===== src/rtl/led_blink_pkg.sv =====
// Shared types and defaults for the LED blink controller and its helpers.
package led_blink_pkg;

    localparam int DEF_DIV_W = 4;
    localparam int DEF_CNT_W = 4;

    typedef enum logic [1:0] {
        MODE_OFF   = 2'd0,
        MODE_ON    = 2'd1,
        MODE_BLINK = 2'd2,
        MODE_BURST = 2'd3
    } mode_e;

    typedef enum logic [1:0] {
        ST_IDLE  = 2'd0,
        ST_SOLID = 2'd1,
        ST_BLINK = 2'd2,
        ST_BURST = 2'd3
    } state_e;

    // A running burst cannot be pre-empted by a new command.
    function automatic logic state_ready(input state_e s);
        return (s != ST_BURST);
    endfunction

endpackage


===== src/rtl/blink_prescaler.sv =====
// Half-period timebase: counts 0..period_i and ticks on the last count, then wraps.
module blink_prescaler #(
    parameter int DIV_W = 4
) (
    input  logic             clk,
    input  logic             rst,
    input  logic             clr_i,
    input  logic             en_i,
    input  logic [DIV_W-1:0] period_i,
    output logic             tick_o
);

    logic [DIV_W-1:0] cnt_q, cnt_d;

    assign tick_o = en_i && (cnt_q == period_i);

    always_comb begin
        cnt_d = cnt_q;
        if (clr_i || tick_o) begin
            cnt_d = '0;
        end else if (en_i) begin
            cnt_d = cnt_q + DIV_W'(1);
        end
    end

    always_ff @(posedge clk) begin
        if (rst) begin
            cnt_q <= '0;
        end else begin
            cnt_q <= cnt_d;
        end
    end

endmodule


===== src/rtl/led_blink_ctrl.sv =====
// Command-driven LED sequencer: off, solid on, continuous blink, or counted burst.
module led_blink_ctrl
    import led_blink_pkg::*;
#(
    parameter int DIV_W = DEF_DIV_W,
    parameter int CNT_W = DEF_CNT_W
) (
    input  logic             clk,
    input  logic             rst,
    input  logic             cmd_valid,
    output logic             cmd_ready,
    input  logic [1:0]       cmd_mode,
    input  logic [DIV_W-1:0] cmd_period,
    input  logic [CNT_W-1:0] cmd_count,
    output logic             led,
    output logic             busy,
    output logic             done
);

    state_e           state_q, state_d;
    logic             led_q, led_d;
    logic             done_q, done_d;
    logic [DIV_W-1:0] period_q, period_d;
    logic [CNT_W-1:0] count_q, count_d;
    logic [CNT_W-1:0] pulse_q, pulse_d;
    logic             accept;
    logic             presc_clr;
    logic             presc_en;
    logic             tick;

    assign cmd_ready = state_ready(state_q);
    assign busy      = (state_q != ST_IDLE);
    assign led       = led_q;
    assign done      = done_q;
    assign accept    = cmd_valid && cmd_ready;
    assign presc_en  = (state_q == ST_BLINK) || (state_q == ST_BURST);

    blink_prescaler #(
        .DIV_W(DIV_W)
    ) u_presc (
        .clk     (clk),
        .rst     (rst),
        .clr_i   (presc_clr),
        .en_i    (presc_en),
        .period_i(period_q),
        .tick_o  (tick)
    );

    always_comb begin
        state_d   = state_q;
        led_d     = led_q;
        done_d    = 1'b0;
        period_d  = period_q;
        count_d   = count_q;
        pulse_d   = pulse_q;
        presc_clr = 1'b0;
        if (accept) begin
            period_d  = cmd_period;
            count_d   = cmd_count;
            pulse_d   = '0;
            presc_clr = 1'b1;
            case (mode_e'(cmd_mode))
                MODE_OFF: begin
                    state_d = ST_IDLE;
                    led_d   = 1'b0;
                end
                MODE_ON: begin
                    state_d = ST_SOLID;
                    led_d   = 1'b1;
                end
                MODE_BLINK: begin
                    state_d = ST_BLINK;
                    led_d   = 1'b1;
                end
                MODE_BURST: begin
                    // A zero-length burst completes immediately.
                    if (cmd_count != '0) begin
                        state_d = ST_BURST;
                        led_d   = 1'b1;
                    end else begin
                        state_d = ST_IDLE;
                        led_d   = 1'b0;
                        done_d  = 1'b1;
                    end
                end
            endcase
        end else begin
            case (state_q)
                ST_BLINK: begin
                    if (tick) begin
                        led_d = ~led_q;
                    end
                end
                ST_BURST: begin
                    if (tick) begin
                        if (led_q) begin
                            led_d   = 1'b0;
                            pulse_d = pulse_q + CNT_W'(1);
                        end else if (pulse_q == count_q) begin
                            state_d = ST_IDLE;
                            done_d  = 1'b1;
                        end else begin
                            led_d = 1'b1;
                        end
                    end
                end
                default: ;
            endcase
        end
    end

    always_ff @(posedge clk) begin
        if (rst) begin
            state_q  <= ST_IDLE;
            led_q    <= 1'b0;
            done_q   <= 1'b0;
            period_q <= '0;
            count_q  <= '0;
            pulse_q  <= '0;
        end else begin
            state_q  <= state_d;
            led_q    <= led_d;
            done_q   <= done_d;
            period_q <= period_d;
            count_q  <= count_d;
            pulse_q  <= pulse_d;
        end
    end

endmodule


===== config.mk =====
export PLATFORM = sky130hd
export DESIGN_NAME = led_blink_ctrl
export DESIGN_NICKNAME = d
export VERILOG_FILES = /design/src/rtl/led_blink_pkg.sv /design/src/rtl/blink_prescaler.sv /design/src/rtl/led_blink_ctrl.sv
export SDC_FILE = /design/constraint.sdc
export NUM_CORES = 1
export LEC_CHECK = 0
export ABC_CLOCK_PERIOD_IN_PS = 2000
export CAP_MARGIN = 20
export CELL_PAD_IN_SITES_DETAIL_PLACEMENT = 0
export CELL_PAD_IN_SITES_GLOBAL_PLACEMENT = 1
export CORE_MARGIN = 5
export CORE_UTILIZATION = 39
export CTS_CLUSTER_SIZE = 28
export DETAILED_ROUTE_END_ITERATION = 12
export GPL_TIMING_DRIVEN = 1
export MAX_ROUTING_LAYER = met4
export PLACE_DENSITY_LB_ADDON = 0.12
export SLEW_MARGIN = 40
export SYNTH_ARGS = -nofsm -noshare
export SYNTH_HDL_FRONTEND = slang
export SYNTH_SLANG_ARGS = --single-unit
export TNS_END_PERCENT = 10

===== constraint.sdc =====
create_clock -name clk -period 2 [get_ports clk]
set_clock_uncertainty 0.2 [all_clocks]
set_input_delay 0.2 -clock clk [delete_from_list [all_inputs] [get_ports clk]]
set_output_delay 0.2 -clock clk [all_outputs]
set_load 0.02 [all_outputs]

==> flow_summary.html <==
<table>
<tr><th>Metric</th><th>Value</th></tr>
<tr><th colspan="2">Pwr</th></tr>
<tr><td>Fraction of power consumed by combinational cells</td><td>0.161</td></tr>
<tr><td>Leakage Power</td><td>0.4874 nW</td></tr>
<tr><td>Total power divided by cell area</td><td>614.6 mW/mm^2</td></tr>
<tr><td>Cell Int Power</td><td>around 0.00059 W</td></tr>
<tr><td>Fraction of power spent switching nets</td><td>0.2610</td></tr>
<tr><td>Part of the total power dissipated in sequential elements</td><td>0.538</td></tr>
<tr><td>Part of the total power dissipated in the clock network</td><td>0.301</td></tr>
<tr><td>Maximum vdd ir drop</td><td>0.3086 mV</td></tr>
<tr><td>Psw</td><td>0.0002071 W</td></tr>
<tr><th colspan="2">Timing</th></tr>
<tr><td>Slew Limit Fails</td><td>0</td></tr>
<tr><td>Relative slew slack</td><td>0.7457</td></tr>
<tr><td>Pin slew with the least headroom to its limit</td><td>0.3784 ns</td></tr>
<tr><td>Part of the cycle the worst path needs</td><td>0.9336</td></tr>
<tr><td>RSZ-0062 raised after global routing</td><td>no</td></tr>
<tr><td>Final Critical Period</td><td>1.867 ns</td></tr>
<tr><td>Final Hold Violating Endpoints</td><td>0</td></tr>
<tr><td>Total setup violations reported at the end of the flow</td><td>0</td></tr>
<tr><td>Post-Route Hold Slack</td><td>0.2248 ns</td></tr>
<tr><td>FMAX</td><td>535.6 MHz</td></tr>
<tr><td>Setup TNS</td><td>0 ns</td></tr>
<tr><th colspan="2">Synth</th></tr>
<tr><td>Area fraction of the dominant cell type after synthesis</td><td>0.3805</td></tr>
<tr><td>Synth Area in Simple Gates</td><td>0.2414</td></tr>
<tr><td>Average size of a mapped cell</td><td>8.917 sq um</td></tr>
<tr><td>Number of warning messages in the yosys log</td><td>0</td></tr>
<tr><td>Cell area after synthesis</td><td>0.001052 sq mm</td></tr>
<tr><td>Seq cells post-synth</td><td>20</td></tr>
<tr><td>Mapped Nets</td><td>around 140</td></tr>
<tr><td>Dominant combinational cell family by area after synthesis</td><td>simple AND/OR/NAND/NOR gates</td></tr>
<tr><td>Post-synthesis adder-cell area fraction</td><td>0.04756</td></tr>
<tr><td>Complex-gate fraction of the synthesized area</td><td>0.1427</td></tr>
<tr><td>Cell count after synthesis</td><td>118</td></tr>
<tr><td>Cells taking the most area after synthesis</td><td>dfxtp_1 38%, nand2_1 8.2%, ha_1 4.8%</td></tr>
<tr><td>Xor/xnor share of the synthesized area</td><td>0.1130</td></tr>
<tr><td>Mux cell area share after synthesis</td><td>0.04756</td></tr>
<tr><td>Cell type with the highest aggregate area in the netlist</td><td>dfxtp_1</td></tr>
<tr><td>Synth cell types</td><td>37</td></tr>
<tr><td>Sequential fraction of the synthesis area</td><td>0.3805</td></tr>
<tr><th colspan="2">Layout</th></tr>
<tr><td>Layout overhead on the synthesized area</td><td>22.71%</td></tr>
<tr><td>Fin area</td><td>0.001291 sq mm</td></tr>
<tr><td>Non-filler cells, final</td><td>~170</td></tr>
<tr><td># nets final</td><td>between 150 and 200</td></tr>
<tr><td>Share of final-layout standard cells stronger than drive strength 1</td><td>0.1029</td></tr>
<tr><td>Commonest cells after routing, fill and taps aside</td><td>23 x nand2_1, 19 x dfxtp_1, 15 x clkdlybuf4s50_1, 9 x a21oi_1</td></tr>
<tr><td>N_diodes</td><td>0</td></tr>
<tr><td>Most common cell after layout, fill and taps aside</td><td>nand2_1</td></tr>
<tr><th colspan="2">Drt</th></tr>
<tr><td>Total routed wirelength</td><td>2198 um</td></tr>
<tr><td>Number of nets still failing antenna checks after routing</td><td>0</td></tr>
<tr><td>Per-cell routed wire length</td><td>13.24 um</td></tr>
<tr><td>Vias after detailed routing</td><td>871</td></tr>
<tr><td>Number of DRC markers in iteration 0</td><td>30</td></tr>
<tr><td>Remaining design rule violation count</td><td>0</td></tr>
<tr><td>Initial DRT Pass Iterations</td><td>4</td></tr>
<tr><td>Via-to-Cell Ratio</td><td>5.247</td></tr>
<tr><th colspan="2">Global route</th></tr>
<tr><td>Total congestion overflow</td><td>0</td></tr>
<tr><td>Number of global-route vias before repair</td><td>878</td></tr>
<tr><td>Global-route wire length before repair</td><td>3967 um</td></tr>
<tr><td>Total track usage</td><td>0.1455</td></tr>
<tr><td>Antenna violations before repair</td><td>0</td></tr>
<tr><td>Pin count of the biggest net entering global routing</td><td>15</td></tr>
<tr><th colspan="2">Clocking</th></tr>
<tr><td>Quantity of hold-fixing buffers added after cts</td><td>0</td></tr>
<tr><td>Maximum count of clock buffers along a single path</td><td>2</td></tr>
<tr><td>H-tree levels</td><td>1</td></tr>
<tr><td>Clock tree root driver cell</td><td>clkbuf_4</td></tr>
<tr><td>Clock insertion delay at the later pin of the skew report</td><td>0.30 ns</td></tr>
<tr><td>Clock Sink Count</td><td>20</td></tr>
<tr><td>Reg clk slew, reported paths</td><td>0.11 ns</td></tr>
<tr><td>TritonCTS clock tree</td><td>yes</td></tr>
<tr><td>TritonCTS Buffers</td><td>3</td></tr>
<tr><th colspan="2">Critical path</th></tr>
<tr><td>Source of the worst register-to-register timing path</td><td>state_q[0]</td></tr>
<tr><td>Worst-case register-to-register setup slack</td><td>0.25 ns</td></tr>
<tr><td>Critical Path Start Type</td><td>flip-flop</td></tr>
<tr><td>Reg-to-Reg End</td><td>state_q[0]</td></tr>
<tr><td>Critical path arrival</td><td>1.47 ns</td></tr>
<tr><td>Worst path cell trace</td><td>nand2_1, clkdlybuf4s50_1</td></tr>
<tr><td>Maximum fanout count along the critical path</td><td>6</td></tr>
<tr><td>Critical-path top delay cell</td><td>clkdlybuf4s50_1</td></tr>
<tr><td>Max stage delay on crit path</td><td>0.63 ns</td></tr>
<tr><td>Data required time of the critical path</td><td>roughly 1.6 ns</td></tr>
<tr><td>Worst reg-to-reg path cell count</td><td>4</td></tr>
<tr><td>Endpoint kind of the worst setup timing path</td><td>primary output</td></tr>
<tr><td>Worst setup path class</td><td>reg2out</td></tr>
<tr><th colspan="2">Die</th></tr>
<tr><td>Die extent in y</td><td>61.95 um</td></tr>
<tr><td>Die area</td><td>0.003837 sq mm</td></tr>
<tr><td>Die width</td><td>61.95 um</td></tr>
<tr><td>Area of the core</td><td>0.002522 sq mm</td></tr>
<tr><td>Starting density of the core</td><td>0.4172</td></tr>
<tr><td>Number of rows created at floorplan</td><td>18</td></tr>
<tr><td>Boundary pin count</td><td>17</td></tr>
<tr><th colspan="2">Placed design</th></tr>
<tr><td>Detailed-placement wirelength estimate</td><td>1656 um</td></tr>
<tr><td>Placement Cell Area</td><td>0.001251 sq mm</td></tr>
<tr><td>Buffers added on ports</td><td>16</td></tr>
<tr><td>Final weighted congestion of routability-driven global placement</td><td>0.7189</td></tr>
<tr><td>Number of cells in the design after placement</td><td>162</td></tr>
<tr><th colspan="2">Worst hold path</th></tr>
<tr><td>Hold EP</td><td>period_q[2]</td></tr>
<tr><td>Type of the worst min-delay path</td><td>in2reg</td></tr>
<tr><td>Number of cells on the worst hold path</td><td>3</td></tr>
<tr><td>Start point of the worst hold path</td><td>cmd_period[2]</td></tr>
<tr><th colspan="2">Run status</th></tr>
<tr><td>Outcome</td><td>complete, no violations</td></tr>
<tr><th colspan="2">Job</th></tr>
<tr><td>Count of maximum capacitance violations</td><td>0</td></tr>
</table>
## state kept, by name, indices dropped and copies added (netlist names)
| register | flops |
|---|---|
| led | 1 |
| count_q | 4 |
| u_presc.cnt_q | 4 |
| pulse_q | 4 |
| done | 1 |
| period_q | 4 |
| state_q | 2 |
## through the flow
| stage | total power [W] | utilization | worst slack (ns) |
|---|---|---|---|
| finish | 0.0007936 | 0.5119 | 0.1328 |
| global route | 0.0008426 | 0.5119 | 0.04131 |
| CTS | 0.0008049 | 0.5104 | 0.04535 |
| detailed placement | 0.0005648 | 0.4960 | 0.1154 |
| global placement | 0.0005632 | 0.4960 | 0.1281 |
| floorplan | 0.0005092 | - | 0.3548 |
## kinds of logic (layout without fill, tap and decap cells)
logic type | after synthesis | count (layout)
buffers and inverters | 7 | 25
muxes | 5 | 5
and+or+nand+nor | 49 | 49
adders and majority gates | 4 | 4
AOI/OAI and AO/OA | 22 | 22
DFF | 20 | 20
xor gates and xnor gates | 11 | 11
## cell usage after synthesis
master and instances:
o211ai_1 1, o311ai_0 1, buf_1 1, inv_1 2, or3_1 3, a21boi_1 1, a22oi_1 1, nand3b_1 2
buf_2 2, or2_0 1, and3_1 1, o31a_1 1, o41ai_1 1, nand3_1 2, nand4_1 3, nor3_1 5
a21oi_1 9, nor4_2 1, dfxtp_1 20, o21ai_0 1, nor4_1 2, ha_1 4, nand2_1 23, o32ai_1 2
or4_1 1, o21ba_1 1, or2_2 1, o31ai_1 1, nor2_1 3, xnor2_2 3, o41a_1 1, xor2_1 3
clkbuf_1 2, xnor2_1 5, o21ai_1 1, mux2i_1 5, nand3_4 1
## worst max-delay path: cells and delay by family (launching register included)
family | cells | cell delay (ns)
and+or+nand+nor | 1 | 0.16
DFF | 1 | 0.38
buffers and inverters | 1 | 0.63
## per-layer routing
layer	share of wire	up-vias	wire length [um]	global-route usage
met1	0.51	389	1130	0.1915
met3	0.042	4	93	0.02893
met4	0.020	0	43	0.06364
met2	0.42	15	932	0.2145
met5	0	-	0	-
li1	-	463	-	-
## worst max-delay path by stage
stage	start	to	slack [ns]	depth (start not counted)
floorplan	state_q[0]	state_q[0]	0.35	4
global placement	cmd_count[0]	led	0.13	5
detailed placement	cmd_count[0]	led	0.12	5
CTS	state_q[1]	busy	0.05	2
global route	state_q[0]	cmd_ready	0.04	2
finish	state_q[0]	cmd_ready	0.13	2
## what timing repair did
action                     in CTS  in global routing
buffers inserted                0                  0
gates resized for setup         0                  2
setup endpoints to repair       0                  2
## layout make-up
class / instances / area (sq um)
Fill cell: 244 / 1231
Multi-Input combinational cell: 91 / 623.1
Sequential cell: 20 / 401.6
Timing Repair Buffer: 19 / 185.2
Tap cell: 30 / 37.54
Clock buffer: 4 / 36.28
Inverter: 2 / 7.507
## power by group through the flow
stage	Clock [W]	Sequential (W)	Combinational, W
floorplan	0	0.000433	0.0000764
global placement	0	0.000436	0.000127
detailed placement	0	0.000436	0.000129
CTS	0.000249	0.000427	0.000129
global route	0.000272	0.000430	0.000141
finish	0.000239	0.000427	0.000128
No activity file was read; power rests on OpenSTA's default activity.
